[config.mk]
export PLATFORM = sky130hd
export DESIGN_NAME = fetch_unit_flat
export DESIGN_NICKNAME = d
export VERILOG_FILES = /design/src/rtl/fetch_if.sv /design/src/rtl/fetch_unit.sv /design/src/flat_wrapper.sv
export SDC_FILE = /design/constraint.sdc
export NUM_CORES = 1
export LEC_CHECK = 0
export ABC_AREA = 1
export CAP_MARGIN = 20
export CORE_MARGIN = 2
export CORE_UTILIZATION = 48
export DETAILED_ROUTE_END_ITERATION = 8
export HOLD_SLACK_MARGIN = 0.1
export PLACE_DENSITY = 0.78
export SLEW_MARGIN = 15
export SYNTH_ARGS = -nofsm -noshare
export SYNTH_HDL_FRONTEND = slang
export SYNTH_SLANG_ARGS = --single-unit
[constraint.sdc]
create_clock -name clk -period 1.8 [get_ports clk]
set_input_delay 0.36 -clock clk [delete_from_list [all_inputs] [get_ports clk]]
set_output_delay 0.36 -clock clk [all_outputs]
set_load 0.02 [all_outputs]
[src/rtl/fetch_if.sv]
// Fetch-stage bundle: memory read port, PC redirect and the instruction handoff.
// Handshake: the instruction transfers on any clock edge where instr_valid and
// instr_ready are both 1; while instr_valid is 1 its payload holds steady.
interface fetch_if;
    logic [15:0] mem_addr;
    logic        mem_rd;
    logic [7:0]  mem_rdata;
    logic        pc_load;
    logic [15:0] pc_new;
    logic        instr_valid;
    logic        instr_ready;
    logic [7:0]  opcode;
    logic [15:0] operand;
    logic [1:0]  instr_len;
    logic [15:0] instr_pc;

    modport master (
        output mem_addr, mem_rd, instr_valid, opcode, operand, instr_len, instr_pc,
        input  mem_rdata, pc_load, pc_new, instr_ready
    );

    modport slave (
        input  mem_addr, mem_rd, instr_valid, opcode, operand, instr_len, instr_pc,
        output mem_rdata, pc_load, pc_new, instr_ready
    );
endinterface

[src/rtl/fetch_unit.sv]
// 6502 instruction fetch: reads the reset vector, then fetches opcode plus
// 0-2 operand bytes per instruction and hands each one to the control stage.
module fetch_unit #(
    parameter logic [15:0] VECTOR_ADDR = 16'hFFFC
) (
    input  logic        clk,
    input  logic        reset,
    fetch_if.master     bus,
    output logic [3:0]  state_dbg
);

    typedef enum logic [3:0] {
        VEC_LO_ISSUE, VEC_LO_CAPT, VEC_HI_ISSUE, VEC_HI_CAPT,
        ISSUE_OP, CAPT_OP, ISSUE_LO, CAPT_LO, ISSUE_HI, CAPT_HI, HOLD
    } state_e;

    state_e      state_q, state_d;
    logic [15:0] pc_q, pc_d;
    logic [7:0]  opcode_q, opcode_d;
    logic [15:0] operand_q, operand_d;
    logic [1:0]  instr_len_q, instr_len_d;
    logic [15:0] instr_pc_q, instr_pc_d;
    logic        in_vector;

    function automatic logic [1:0] decode_len(input logic [7:0] op);
        logic [1:0] len;
        len = 2'd2;
        if (op[3:0] == 4'h8 || op[3:0] == 4'hA || op == 8'h00 || op == 8'h40 || op == 8'h60)
            len = 2'd1;
        if (op[3:2] == 2'b11 || op[4:0] == 5'b11001 || op == 8'h20)
            len = 2'd3;
        return len;
    endfunction

    assign in_vector = (state_q == VEC_LO_ISSUE) || (state_q == VEC_LO_CAPT) ||
                       (state_q == VEC_HI_ISSUE) || (state_q == VEC_HI_CAPT);

    always_comb begin
        state_d     = state_q;
        pc_d        = pc_q;
        opcode_d    = opcode_q;
        operand_d   = operand_q;
        instr_len_d = instr_len_q;
        instr_pc_d  = instr_pc_q;
        case (state_q)
            VEC_LO_ISSUE: state_d = VEC_LO_CAPT;
            VEC_LO_CAPT: begin
                pc_d[7:0] = bus.mem_rdata;
                state_d   = VEC_HI_ISSUE;
            end
            VEC_HI_ISSUE: state_d = VEC_HI_CAPT;
            VEC_HI_CAPT: begin
                pc_d[15:8] = bus.mem_rdata;
                state_d    = ISSUE_OP;
            end
            ISSUE_OP: begin
                pc_d    = pc_q + 16'd1;
                state_d = CAPT_OP;
            end
            CAPT_OP: begin
                // pc already advanced past the opcode during ISSUE_OP
                opcode_d    = bus.mem_rdata;
                instr_pc_d  = pc_q - 16'd1;
                operand_d   = 16'h0000;
                instr_len_d = decode_len(bus.mem_rdata);
                state_d     = (decode_len(bus.mem_rdata) == 2'd1) ? HOLD : ISSUE_LO;
            end
            ISSUE_LO: begin
                pc_d    = pc_q + 16'd1;
                state_d = CAPT_LO;
            end
            CAPT_LO: begin
                operand_d[7:0] = bus.mem_rdata;
                state_d        = (instr_len_q == 2'd2) ? HOLD : ISSUE_HI;
            end
            ISSUE_HI: begin
                pc_d    = pc_q + 16'd1;
                state_d = CAPT_HI;
            end
            CAPT_HI: begin
                operand_d[15:8] = bus.mem_rdata;
                state_d         = HOLD;
            end
            HOLD: if (bus.instr_ready) state_d = ISSUE_OP;
            default: state_d = VEC_LO_ISSUE;
        endcase
        // A redirect drops any partially fetched bytes and keeps the old payload
        if (bus.pc_load && !in_vector) begin
            pc_d        = bus.pc_new;
            state_d     = ISSUE_OP;
            opcode_d    = opcode_q;
            operand_d   = operand_q;
            instr_len_d = instr_len_q;
            instr_pc_d  = instr_pc_q;
        end
    end

    always_ff @(posedge clk or negedge reset) begin
        if (!reset) begin
            state_q     <= VEC_LO_ISSUE;
            pc_q        <= 16'h0000;
            opcode_q    <= 8'h00;
            operand_q   <= 16'h0000;
            instr_len_q <= 2'd1;
            instr_pc_q  <= 16'h0000;
        end else begin
            state_q     <= state_d;
            pc_q        <= pc_d;
            opcode_q    <= opcode_d;
            operand_q   <= operand_d;
            instr_len_q <= instr_len_d;
            instr_pc_q  <= instr_pc_d;
        end
    end

    // Reset state is an ISSUE state, so the strobe is gated by reset itself
    assign bus.mem_rd = reset && ((state_q == VEC_LO_ISSUE) || (state_q == VEC_HI_ISSUE) ||
                                  (state_q == ISSUE_OP) || (state_q == ISSUE_LO) ||
                                  (state_q == ISSUE_HI));

    always_comb begin
        bus.mem_addr = pc_q;
        if (state_q == VEC_LO_ISSUE || state_q == VEC_LO_CAPT)
            bus.mem_addr = VECTOR_ADDR;
        else if (state_q == VEC_HI_ISSUE || state_q == VEC_HI_CAPT)
            bus.mem_addr = VECTOR_ADDR + 16'd1;
    end

    assign bus.instr_valid = (state_q == HOLD);
    assign bus.opcode      = opcode_q;
    assign bus.operand     = operand_q;
    assign bus.instr_len   = instr_len_q;
    assign bus.instr_pc    = instr_pc_q;
    assign state_dbg       = state_q;

endmodule

[src/flat_wrapper.sv]
// flat-port wrapper written by rule: the top's interface ports become plain ports
module fetch_unit_flat 
#(
    parameter logic [15:0] VECTOR_ADDR = 16'hFFFC
)
  (clk, reset, state_dbg, bus_mem_addr, bus_mem_rd, bus_instr_valid, bus_opcode, bus_operand, bus_instr_len, bus_instr_pc, bus_mem_rdata, bus_pc_load, bus_pc_new, bus_instr_ready);
  fetch_if bus_i ();
  input  logic clk;
  input  logic reset;
  output logic [3:0] state_dbg;
  output wire logic [$bits(bus_i.mem_addr)-1:0] bus_mem_addr;
  output wire logic [$bits(bus_i.mem_rd)-1:0] bus_mem_rd;
  output wire logic [$bits(bus_i.instr_valid)-1:0] bus_instr_valid;
  output wire logic [$bits(bus_i.opcode)-1:0] bus_opcode;
  output wire logic [$bits(bus_i.operand)-1:0] bus_operand;
  output wire logic [$bits(bus_i.instr_len)-1:0] bus_instr_len;
  output wire logic [$bits(bus_i.instr_pc)-1:0] bus_instr_pc;
  input wire logic [$bits(bus_i.mem_rdata)-1:0] bus_mem_rdata;
  input wire logic [$bits(bus_i.pc_load)-1:0] bus_pc_load;
  input wire logic [$bits(bus_i.pc_new)-1:0] bus_pc_new;
  input wire logic [$bits(bus_i.instr_ready)-1:0] bus_instr_ready;
  assign bus_mem_addr = bus_i.mem_addr;
  assign bus_mem_rd = bus_i.mem_rd;
  assign bus_instr_valid = bus_i.instr_valid;
  assign bus_opcode = bus_i.opcode;
  assign bus_operand = bus_i.operand;
  assign bus_instr_len = bus_i.instr_len;
  assign bus_instr_pc = bus_i.instr_pc;
  assign bus_i.mem_rdata = bus_mem_rdata;
  assign bus_i.pc_load = bus_pc_load;
  assign bus_i.pc_new = bus_pc_new;
  assign bus_i.instr_ready = bus_instr_ready;
  fetch_unit #(.VECTOR_ADDR(VECTOR_ADDR)) u_core (.clk(clk), .reset(reset), .bus(bus_i), .state_dbg(state_dbg));
endmodule
==> impl_metrics.py <==
metrics = {
    "route": {
        "drt_wl_total_mm": 11.25,
        "ant_nets": 0,
        "drt-initial-drc-count": 298,
        "drcViolationCount": 0,
        "num_vias": 3909,
        "dr.pass1.iters": 4,
        "wl_per_cell_um": 14.87,
        "vias_per_cell": 5.164,
    },
    "placement": {
        "dpl.hpwl_mm": 8.413,
        "post-place-ws_ns": -0.1266,
        "portBuffers": 91,
        "placed_area_um2": 4979,
        "place.gp.congestion": 0.9418,
        "dp_cells": 735,
    },
    "grt": {
        "grt_usage_pct": 27.63,
        "gr-total-overflow": 0,
        "grt_pass1_vias": 3771,
        "grt_pass1_wl_mm": 18.45,
        "grt_start_max_net_pins": 63,
        "grt_antenna_before_repair": 0,
    },
    "power_and_ir_drop": {
        "leakage_nw": 2.533,
        "power_mw": 10.06,
        "swShare_pct": 48.54,
        "intPower_mw": 5.177,
        "p_sw_mw": 4.883,
        "p_per_area_nw_per_um2": 1935,
        "ir_worst_vdd_uv": 1114,
        "p_comb_share_pct": 64.1,
        "pwr-share-seq_pct": 24.8,
        "p_clk_share_pct": 11.1,
    },
    "die": {
        "die_w_um": 91.95,
        "dieArea_um2": 8454,
        "start_util_pct": 48.80,
        "num_rows": 32,
        "num_io_pins": 92,
        "core_um2": 7607,
        "die_h_um": 91.95,
    },
    "sta": {
        "period_needed_ns": 1.748,
        "relSlewSlack_pct": 47.52,
        "tightest_slew_ns": 0.7871,
        "rsz0062_at_grt": "true",
        "finalHoldViolations": 0,
        "hold_slack_ns": 0.1946,
        "timing.fmax_mhz": 572.1,
        "finalSetupViolations": 0,
        "postLayoutSetupSlackWorst_ns": 0.05203,
        "finalSetupTns_ns": 0,
        "final_max_slew_viol_count": 0,
        "skew_ns": 0.01134,
        "fin_crit_sh_pct": 97.11,
    },
    "clock_tree": {
        "clkLatencyLatePin_ns": 0.34,
        "path_clk_slew_ns": 0.08,
        "numCtsBuffers": 9,
        "cts.sinks": 62,
        "clock_path_buffers": 2,
        "cts_tree": "done",
        "htree_levels": 3,
        "cts-root-buf": "clkbuf_8",
    },
    "synth": {
        "avgSynthCellArea_um2": 7.180,
        "syn_nets": 547,
        "ys.flop_type": "dfrtp_1",
        "synth_edf_count": 0,
        "synth.distinct_cells": 35,
        "synthMostInstantiatedCell": "nand2_1",
        "yosys.area.top_type": "dfrtp_1",
        "ys_top_cells_by_count": "nand2_1 (156), nor2_1 (63), dfrtp_1 (61)",
        "syn-instance-count": 517,
        "syn_area_um2": 3712,
        "ys_seq_area_share_pct": 41.83,
        "synth.area.top_cells": "dfrtp_1 (41%), nand2_1 (16%), nor2_1 (6.4%), nand3_1 (5.7%), o21ai_0 (5.4%)",
        "yosysWarnings": 0,
        "synth_top_area_share_pct": 41.12,
        "synth-seq-cells": 62,
        "async_flop_share_pct": 100.0,
    },
    "finish": {
        "fin_util_pct": 68.36,
        "nets": 680,
        "seqCellArea_um2": 1555,
        "drive_above_1_share_pct": 19.08,
        "nFillCells": 694,
        "stdcell_count": 757,
        "fin_area_um2": 5200,
        "multi_input_area_um2": 1879,
        "area_delta_synth_final_pct": 40.07,
        "n_antenna_cell": 0,
    },
    "worst_hold_path": {
        "hold_class": "in2async",
    },
    "critical_path": {
        "worstRegToRegCells": 9,
        "cp_max_fo": 5,
        "cp_data_arrival_time_ns": 1.39,
        "path_class": "reg2out",
        "cp-start-kind": "flip-flop",
        "worstSetupEndpointType": "output pin",
        "required_ns": 1.44,
    },
    "status": {
        "status": "finished clean",
    },
    "flow_run": {
        "cap_violations": 0,
    },
}
-- routing by layer --
layer / track usage [%] / routed length [µm] / vias up
met3: 3.287 / 544 / 17
met5: 0 / 0 / -
met1: 38.21 / 5180 / 1838
met4: 8.955 / 202 / 0
met2: 45.47 / 5326 / 132
li1: - / - / 1922
-- sequential cells by signal, summed over array words and instances, names as in the netlist --
register              count
u_core.bus.opcode         8
u_core.state_dbg          4
u_core.bus.instr_pc      16
u_core.pc_q              16
u_core.bus.instr_len      2
u_core.bus.operand       16
-- power by group through the flow --
stage | sequential (mW) | clock (mW) | combinational [mW]
2_1_floorplan | 2.96 | 0 | 3.16
3_3_place_gp | 2.45 | 0 | 6.17
3_5_place_dp | 2.49 | 0 | 6.27
4_1_cts | 2.47 | 1.13 | 6.16
5_1_grt | 2.56 | 1.20 | 7.02
6_report | 2.49 | 1.12 | 6.45
-- worst max-delay path, stage by stage, from the launching register on --
cell	delay [ns]
dfrtp_2	0.42
nor2_4	0.07
buf_4	0.13
or2_2	0.27
buf_2	0.16
-- cells by family (layout without fill, tap and decap cells) --
family | Yosys count | after routing | share of synthesized area, %
fa+ha+maj | 2 | 2 | 0.6740
xor+xnor | 12 | 12 | 2.831
compound gates | 73 | 73 | 10.08
buf+inv | 70 | 208 | 8.797
flops | 62 | 62 | 41.83
simple gates | 298 | 298 | 35.79
-- final cells by class --
class,instances,share of cell area (%)
multi-input cells,385,36.14
flip-flops and latches,62,29.91
repair buffers,140,23.65
inverters,50,4.090
clock buffers,12,2.791
well taps,102,2.454
clock inverters,4,0.6256
repair inverters,2,0.3369
-- worst paths after layout --
| check | endpoint | slack [ns] | from |
|---|---|---|---|
| min in group clk | u_core.bus.instr_pc[6] | 0.49 | u_core.bus.instr_pc[6] |
| setup reg to reg | u_core.pc_q[4] | 0.10 | u_core.state_dbg[2] |
| hold / removal | u_core.bus.operand[4] | 0.19 | reset |
| max in group asynchronous | u_core.state_dbg[2] | 1.05 | reset |
| setup / recovery | bus_mem_addr[11] | 0.05 | u_core.state_dbg[2] |
| hold reg to reg | u_core.bus.instr_pc[6] | 0.49 | u_core.bus.instr_pc[6] |
-- placed cells by master (no fill, tap or decap), drive strengths merged --
cell type	count
a21oi	17
buf	67
clkbuf	13
clkdlybuf4s50	67
clkinv	3
clkinvlp	3
dfrtp	61
dfstp	1
dlygate4sd2	4
dlymetal6s2s	1
ha	2
inv	50
nand2	160
nand3	43
nand3b	2
nand4	6
nor2	74
nor3	5
o21a	1
o21ai	53
o22a	1
o31ai	1
or2	8
xnor2	1
xor2	11
-- what timing repair did --
action	in CTS	in global routing
hold buffers	0	0
resized for setup	78	33
pin swaps	1	5
buffers inserted	3	2
hold endpoints to repair	0	0
gates cloned	1	1
endpoints found under the setup margin	22	34
Power figures use the tool's default switching activity.
